===== src/rtl/dbg_run_control_if.sv =====
// Run-control bus: JTAG-side strobes and core handshake in, gated clock and
// debug status out. The run-control engine is the slave; the debug host or
// testbench is the master.
interface dbg_run_control_if #(
    parameter int STEP_W = 8,
    parameter int CNT_W  = 32
);
    logic              halt_stb;
    logic              step_stb;
    logic              resume_stb;
    logic              rst_stb;
    logic [STEP_W-1:0] step_count;
    logic              core_idle;
    logic              dbg_clk;
    logic              clk_en;
    logic              halted;
    logic              stepping;
    logic              core_rst_n;
    logic              halt_timeout;
    logic [CNT_W-1:0]  cycle_cnt;

    modport master (
        output halt_stb, step_stb, resume_stb, rst_stb, step_count, core_idle,
        input  dbg_clk, clk_en, halted, stepping, core_rst_n, halt_timeout, cycle_cnt
    );

    modport slave (
        input  halt_stb, step_stb, resume_stb, rst_stb, step_count, core_idle,
        output dbg_clk, clk_en, halted, stepping, core_rst_n, halt_timeout, cycle_cnt
    );
endinterface


===== src/rtl/dbg_run_control.sv =====
// Debug run-control engine: halt at core-idle boundary (with timeout),
// N-cycle stepping, timed core reset, glitch-free gated core clock and
// enabled-cycle counter.
module dbg_run_control #(
    parameter int STEP_W     = 8,
    parameter int CNT_W      = 32,
    parameter int TIMEOUT    = 64,
    parameter int RST_CYCLES = 4
) (
    input  logic               sys_clk,
    input  logic               dbg_rst,
    dbg_run_control_if.slave   bus
);
    localparam int TMO_W = $clog2(TIMEOUT);
    localparam int RST_W = $clog2(RST_CYCLES + 1);

    typedef enum logic [2:0] {
        ST_RUN,
        ST_HALT_PEND,
        ST_HALTED,
        ST_STEP,
        ST_CORE_RST
    } state_t;

    state_t            r_state;
    logic              r_clk_en;
    logic              r_clk_gate;
    logic              r_halted;
    logic              r_stepping;
    logic              r_core_rst_n;
    logic              r_halt_timeout;
    logic              r_ret_halted;
    logic [CNT_W-1:0]  r_cycle_cnt;
    logic [STEP_W-1:0] r_step_left;
    logic [TMO_W-1:0]  r_tmo_cnt;
    logic [RST_W-1:0]  r_rst_left;
    logic [STEP_W-1:0] w_step_load;

    assign w_step_load = (bus.step_count == '0) ? STEP_W'(1) : bus.step_count;

    // Run-control FSM with registered status outputs and cycle counter
    always_ff @(posedge sys_clk or negedge dbg_rst) begin
        if (!dbg_rst) begin
            r_state        <= ST_RUN;
            r_clk_en       <= 1'b1;
            r_halted       <= 1'b0;
            r_stepping     <= 1'b0;
            r_core_rst_n   <= 1'b1;
            r_halt_timeout <= 1'b0;
            r_ret_halted   <= 1'b0;
            r_cycle_cnt    <= '0;
            r_step_left    <= '0;
            r_tmo_cnt      <= '0;
            r_rst_left     <= '0;
        end else begin
            // Counts the dbg_clk edge occurring at this posedge; a reset
            // strobe below overrides it with a clear.
            if (r_clk_gate) begin
                r_cycle_cnt <= r_cycle_cnt + CNT_W'(1);
            end
            if (bus.rst_stb) begin
                r_ret_halted   <= (r_state != ST_RUN);
                r_rst_left     <= RST_W'(RST_CYCLES);
                r_core_rst_n   <= 1'b0;
                r_clk_en       <= 1'b1;
                r_cycle_cnt    <= '0;
                r_halt_timeout <= 1'b0;
                r_state        <= ST_CORE_RST;
                r_halted       <= 1'b0;
                r_stepping     <= 1'b0;
            end else begin
                unique case (r_state)
                    ST_RUN: begin
                        if (bus.halt_stb) begin
                            if (bus.core_idle) begin
                                r_state  <= ST_HALTED;
                                r_halted <= 1'b1;
                                r_clk_en <= 1'b0;
                            end else begin
                                r_state   <= ST_HALT_PEND;
                                r_tmo_cnt <= '0;
                            end
                        end
                    end
                    ST_HALT_PEND: begin
                        if (bus.resume_stb) begin
                            r_state <= ST_RUN;
                        end else if (bus.core_idle) begin
                            r_state  <= ST_HALTED;
                            r_halted <= 1'b1;
                            r_clk_en <= 1'b0;
                        end else if (r_tmo_cnt == TMO_W'(TIMEOUT - 1)) begin
                            r_state        <= ST_HALTED;
                            r_halted       <= 1'b1;
                            r_clk_en       <= 1'b0;
                            r_halt_timeout <= 1'b1;
                        end else begin
                            r_tmo_cnt <= r_tmo_cnt + TMO_W'(1);
                        end
                    end
                    ST_HALTED: begin
                        if (bus.step_stb) begin
                            r_state     <= ST_STEP;
                            r_halted    <= 1'b0;
                            r_stepping  <= 1'b1;
                            r_step_left <= w_step_load;
                            r_clk_en    <= 1'b1;
                        end else if (bus.resume_stb) begin
                            r_state        <= ST_RUN;
                            r_halted       <= 1'b0;
                            r_clk_en       <= 1'b1;
                            r_halt_timeout <= 1'b0;
                        end
                    end
                    ST_STEP: begin
                        if (bus.resume_stb) begin
                            r_state    <= ST_RUN;
                            r_stepping <= 1'b0;
                        end else if (r_step_left == STEP_W'(1)) begin
                            r_state    <= ST_HALTED;
                            r_stepping <= 1'b0;
                            r_halted   <= 1'b1;
                            r_clk_en   <= 1'b0;
                        end else begin
                            r_step_left <= r_step_left - STEP_W'(1);
                        end
                    end
                    ST_CORE_RST: begin
                        if (r_rst_left == RST_W'(1)) begin
                            r_core_rst_n <= 1'b1;
                            r_state      <= r_ret_halted ? ST_HALTED : ST_RUN;
                            r_halted     <= r_ret_halted;
                            r_clk_en     <= !r_ret_halted;
                        end else begin
                            r_rst_left <= r_rst_left - RST_W'(1);
                        end
                    end
                    default: begin
                        r_state <= ST_RUN;
                    end
                endcase
            end
        end
    end

    // Gate flop on the falling edge so enable changes land while sys_clk is low
    always_ff @(negedge sys_clk or negedge dbg_rst) begin
        if (!dbg_rst) begin
            r_clk_gate <= 1'b1;
        end else begin
            r_clk_gate <= r_clk_en;
        end
    end

    assign bus.dbg_clk      = sys_clk & r_clk_gate;
    assign bus.clk_en       = r_clk_en;
    assign bus.halted       = r_halted;
    assign bus.stepping     = r_stepping;
    assign bus.core_rst_n   = r_core_rst_n;
    assign bus.halt_timeout = r_halt_timeout;
    assign bus.cycle_cnt    = r_cycle_cnt;
endmodule


===== src/flat_wrapper.sv =====
// flat-port wrapper written by rule: the top's interface ports become plain ports
module dbg_run_control_flat 
#(
    parameter int STEP_W     = 8,
    parameter int CNT_W      = 32,
    parameter int TIMEOUT    = 64,
    parameter int RST_CYCLES = 4
)
  (sys_clk, dbg_rst, bus_halt_stb, bus_step_stb, bus_resume_stb, bus_rst_stb, bus_step_count, bus_core_idle, bus_dbg_clk, bus_clk_en, bus_halted, bus_stepping, bus_core_rst_n, bus_halt_timeout, bus_cycle_cnt);
  dbg_run_control_if #(.STEP_W(STEP_W), .CNT_W(CNT_W)) bus_i ();
  input  logic sys_clk;
  input  logic dbg_rst;
  input wire logic [$bits(bus_i.halt_stb)-1:0] bus_halt_stb;
  input wire logic [$bits(bus_i.step_stb)-1:0] bus_step_stb;
  input wire logic [$bits(bus_i.resume_stb)-1:0] bus_resume_stb;
  input wire logic [$bits(bus_i.rst_stb)-1:0] bus_rst_stb;
  input wire logic [$bits(bus_i.step_count)-1:0] bus_step_count;
  input wire logic [$bits(bus_i.core_idle)-1:0] bus_core_idle;
  output wire logic [$bits(bus_i.dbg_clk)-1:0] bus_dbg_clk;
  output wire logic [$bits(bus_i.clk_en)-1:0] bus_clk_en;
  output wire logic [$bits(bus_i.halted)-1:0] bus_halted;
  output wire logic [$bits(bus_i.stepping)-1:0] bus_stepping;
  output wire logic [$bits(bus_i.core_rst_n)-1:0] bus_core_rst_n;
  output wire logic [$bits(bus_i.halt_timeout)-1:0] bus_halt_timeout;
  output wire logic [$bits(bus_i.cycle_cnt)-1:0] bus_cycle_cnt;
  assign bus_i.halt_stb = bus_halt_stb;
  assign bus_i.step_stb = bus_step_stb;
  assign bus_i.resume_stb = bus_resume_stb;
  assign bus_i.rst_stb = bus_rst_stb;
  assign bus_i.step_count = bus_step_count;
  assign bus_i.core_idle = bus_core_idle;
  assign bus_dbg_clk = bus_i.dbg_clk;
  assign bus_clk_en = bus_i.clk_en;
  assign bus_halted = bus_i.halted;
  assign bus_stepping = bus_i.stepping;
  assign bus_core_rst_n = bus_i.core_rst_n;
  assign bus_halt_timeout = bus_i.halt_timeout;
  assign bus_cycle_cnt = bus_i.cycle_cnt;
  dbg_run_control #(.STEP_W(STEP_W), .CNT_W(CNT_W), .TIMEOUT(TIMEOUT), .RST_CYCLES(RST_CYCLES)) u_core (.sys_clk(sys_clk), .dbg_rst(dbg_rst), .bus(bus_i));
endmodule

===== config.mk =====
export PLATFORM = sky130hd
export DESIGN_NAME = dbg_run_control_flat
export DESIGN_NICKNAME = d
export VERILOG_FILES = /design/src/rtl/dbg_run_control_if.sv /design/src/rtl/dbg_run_control.sv /design/src/flat_wrapper.sv
export SDC_FILE = /design/constraint.sdc
export NUM_CORES = 1
export LEC_CHECK = 0
export BUFFER_PORTS_ARGS = -buffer_cell sky130_fd_sc_hd__buf_4
export CORE_ASPECT_RATIO = 1.75
export CORE_MARGIN = 1
export CORE_UTILIZATION = 45
export CTS_BUF_LIST = sky130_fd_sc_hd__clkbuf_16
export DETAILED_ROUTE_END_ITERATION = 10
export GPL_ROUTABILITY_DRIVEN = 0
export PLACE_DENSITY = 0.63
export SLEW_MARGIN = 10
export SYNTH_ARGS = -nofsm -noshare
export SYNTH_HDL_FRONTEND = slang
export SYNTH_SLANG_ARGS = --single-unit

===== constraint.sdc =====
create_clock -name sys_clk -period 5.55 [get_ports sys_clk]
set_input_delay 1.11 -clock sys_clk [delete_from_list [all_inputs] [get_ports sys_clk]]
set_output_delay 1.11 -clock sys_clk [all_outputs]
set_load 0.02 [all_outputs]

==> out/results.tsv <==
metric	value	unit
CP arrival	4.17	ns
via count	2708	
clock skew	0.07230	ns
antenna violation net count after detailed routing	0	
sw frac	32.51	%
largest net degree at the start of global routing	59	
Yosys top cell area share	43.73	%
Pleak	1.835	nW
Mapped Nets	372	
Mapped Area	3204	sq um
vias in the first global route	2604	
crit end category	output pin	
yosys warns	0	
setup tns final	0	ns
fill cell count	627	
combinational power share	22.4	%
R2R Setup Slk	0.72	ns
slowest CP cell	dfstp_2	
Buffers on Ports	52	
Final Hold Viols	0	
number of flops mapped to enable cells by yosys	0	
reg2reg start	u_core.r_clk_gate	
CP startpoint kind	flip-flop	
area leader, netlist	dfrtp_1	
commonest non-fill, non-tap cell in the layout	nor2_1	
register area	1480	sq um
hold crit path type	reg -> reg	
# DRC	0	
Via density	5.482	
All-Layer GR Usage	22.32	%
global-route wire length before repair	12360	microns
hold wc startpoint	u_core.r_rst_left[2]	
Clock Pin Slew Worst Setup and Hold Paths	0.05	ns
#FFs+latches synth	59	
Routed WL	7394	microns
CP cell instances	and2_1 > buf_4	
most frequent cells in the layout	nor2_1 (63), dfrtp_1 (56), buf_4 (53)	
Peak VDD IR	0.0002148	V
Hold EP	u_core.r_rst_left[2]	
status	finished clean	
Syn Area/Cell	9.129	sq um
Initial Utilization	46.73	%
Chip Width	65.79	microns
Async SR Flop Fraction	100.0	%
DIE AREA	7476	sq um
number of max-cap violations	0	
final instance area	3985	sq um
unrepaired setup endpoints after global routing	false	
Die Y	113.6	microns
CP peak stage delay	0.58	ns
TritonCTS clock tree	done	
FF-to-FF End	u_core.bus.cycle_cnt[19]	
Setup CP Type	reg -> out	
drt first pass iters	4	
Core Area	6857	sq um
ANT cells	0	
clock share of power	39.3	%
Worst Reg2Reg Path Length in Cells	5	
Layout area overhead	24.37	%
slew margin rel.	33.24	%
P_sw	0.5109	mW
cells after synthesis	351	
cts hold-fix bufs	0	
antenna violations before repair	0	
Area after DPL	3655	sq um
hold depth	1	
Initial DRC Count	226	
top_reg_cell synth	dfrtp_1	
final setup fails	0	
count of different cell masters after synthesis	51	
largest cells by area after synthesis	dfrtp_1 (44%), nor2_1 (7.4%), xor2_1 (5.7%), o21ai_0 (4.1%), nand3_1 (2.7%)	
Seq/Total Area, Yosys	46.19	%
drt wl/cell	14.97	microns
Post-CTS Setup Repair Bufs	0	
post-CTS resize count	0	
Detailed Place HPWL	4980	microns
area of the multi-input gates	1623	sq um
worst-skew pair later-pin latency	0.51	ns
grt total ovfl	0	
Ports	53	
Flop pwr share	38.2	%
layout cell share with drive strength beyond 1	20.00	%
CP required	4.44	ns
FP Rows	40	
CP max FO	6	
Pint	1.061	mW
Final #Nets	426	
PD cells	394.4	nW/um^2
slew of the pin with the lowest slew margin	0.9993	ns
max-slew violations	0	
[flip-flops by register name (all words and copies together) (netlist names)]
| register | cells |
|---|---|
| u_core.bus.clk_en | 1 |
| u_core.bus.core_rst_n | 1 |
| u_core.bus.cycle_cnt | 32 |
| u_core.bus.halt_timeout | 1 |
| u_core.bus.halted | 1 |
| u_core.bus.stepping | 1 |
| u_core.r_clk_gate | 1 |
| u_core.r_ret_halted | 1 |
| u_core.r_rst_left | 3 |
| u_core.r_state | 3 |
| u_core.r_step_left | 8 |
| u_core.r_tmo_cnt | 6 |
[layer usage]
metal,vias to the layer above,global-route usage (%),part of all wire (%)
li1,1344,-,-
met3,13,5.700,3.5
met4,0,13.77,2.8
met2,54,37.55,54
met1,1297,24.36,40
met5,-,0,0
[through the flow]
| step | setup WS [ns] | hold slack, ns | util, % | instances | total power [mW] |
|---|---|---|---|---|---|
| after floorplan | 0.8598 | 0.4510 | - | 351 | 0.8662 |
| after global placement | 0.8296 | 0.4677 | 53.30 | 475 | 0.9853 |
| after detailed placement | 0.8254 | 0.4783 | 53.30 | 475 | 0.9924 |
| after CTS | 0.2780 | 0.4886 | 58.12 | 494 | 1.590 |
| after global routing | 0.2439 | 0.5341 | 58.12 | 494 | 1.666 |
| final | 0.2676 | 0.4921 | 58.12 | 494 | 1.572 |
[worst max path at each step]
stage                                  from                        to  slack, ns
after floorplan           u_core.r_clk_gate               bus_dbg_clk       0.86
after global placement    u_core.r_clk_gate  u_core.bus.cycle_cnt[31]       0.83
after detailed placement  u_core.r_clk_gate  u_core.bus.cycle_cnt[31]       0.83
after CTS                 u_core.r_clk_gate               bus_dbg_clk       0.28
after global routing      u_core.r_clk_gate               bus_dbg_clk       0.24
final                     u_core.r_clk_gate               bus_dbg_clk       0.27
[cells in the mapped netlist (all sizes together), types with 2 or more instances]
cell / count
o21ai: 26
or4: 6
nand2: 22
a22oi: 3
and3: 3
dfstp: 3
nand4: 8
xor2: 21
nor4: 5
a211o: 2
xnor2: 9
clkbuf: 8
nor3: 9
a32oi: 2
nor2b: 6
mux2i: 3
nand3: 18
inv: 13
and2: 2
or3: 4
a31oi: 6
a21oi: 15
buf: 5
and4: 5
ha: 6
or2: 2
nand2b: 3
nor2: 63
dfrtp: 56
o211ai: 2
[power by group through the flow]
| stage | Combinational [mW] | Sequential [mW] | Clock [mW] |
|---|---|---|---|
| floorplan | 0.260 | 0.587 | 0.0188 |
| global placement | 0.351 | 0.605 | 0.0302 |
| detailed placement | 0.356 | 0.606 | 0.0302 |
| CTS | 0.358 | 0.600 | 0.631 |
| global route | 0.398 | 0.613 | 0.654 |
| finish | 0.353 | 0.601 | 0.618 |
[critical path: cells and delay by family, from the launching register on]
family | cells | cell delay [ns]
DFF | 1 | 0.58
and+or+nand+nor | 1 | 0.17
buffers and inverters | 1 | 0.14
[area by class of cell]
type	instances	share of cell area, %
clock buffers	13	7.724
clock inverters	8	0.8477
inverters	12	1.130
multi-input cells	266	40.72
flip-flops and latches	59	37.14
well taps	84	2.637
repair buffers	52	9.796
[cell families (layout without fill, tap and decap cells)]
logic type	count (synthesis)	in the layout	share of synthesized area, %
buf+inv	26	85	3.163
xor+xnor	30	30	8.200
fa+ha+maj	6	6	2.343
mux	4	4	1.289
flops	59	59	46.19
compound gates	66	66	12.46
simple gates	160	160	26.36
(Power assumes the default switching activity.)
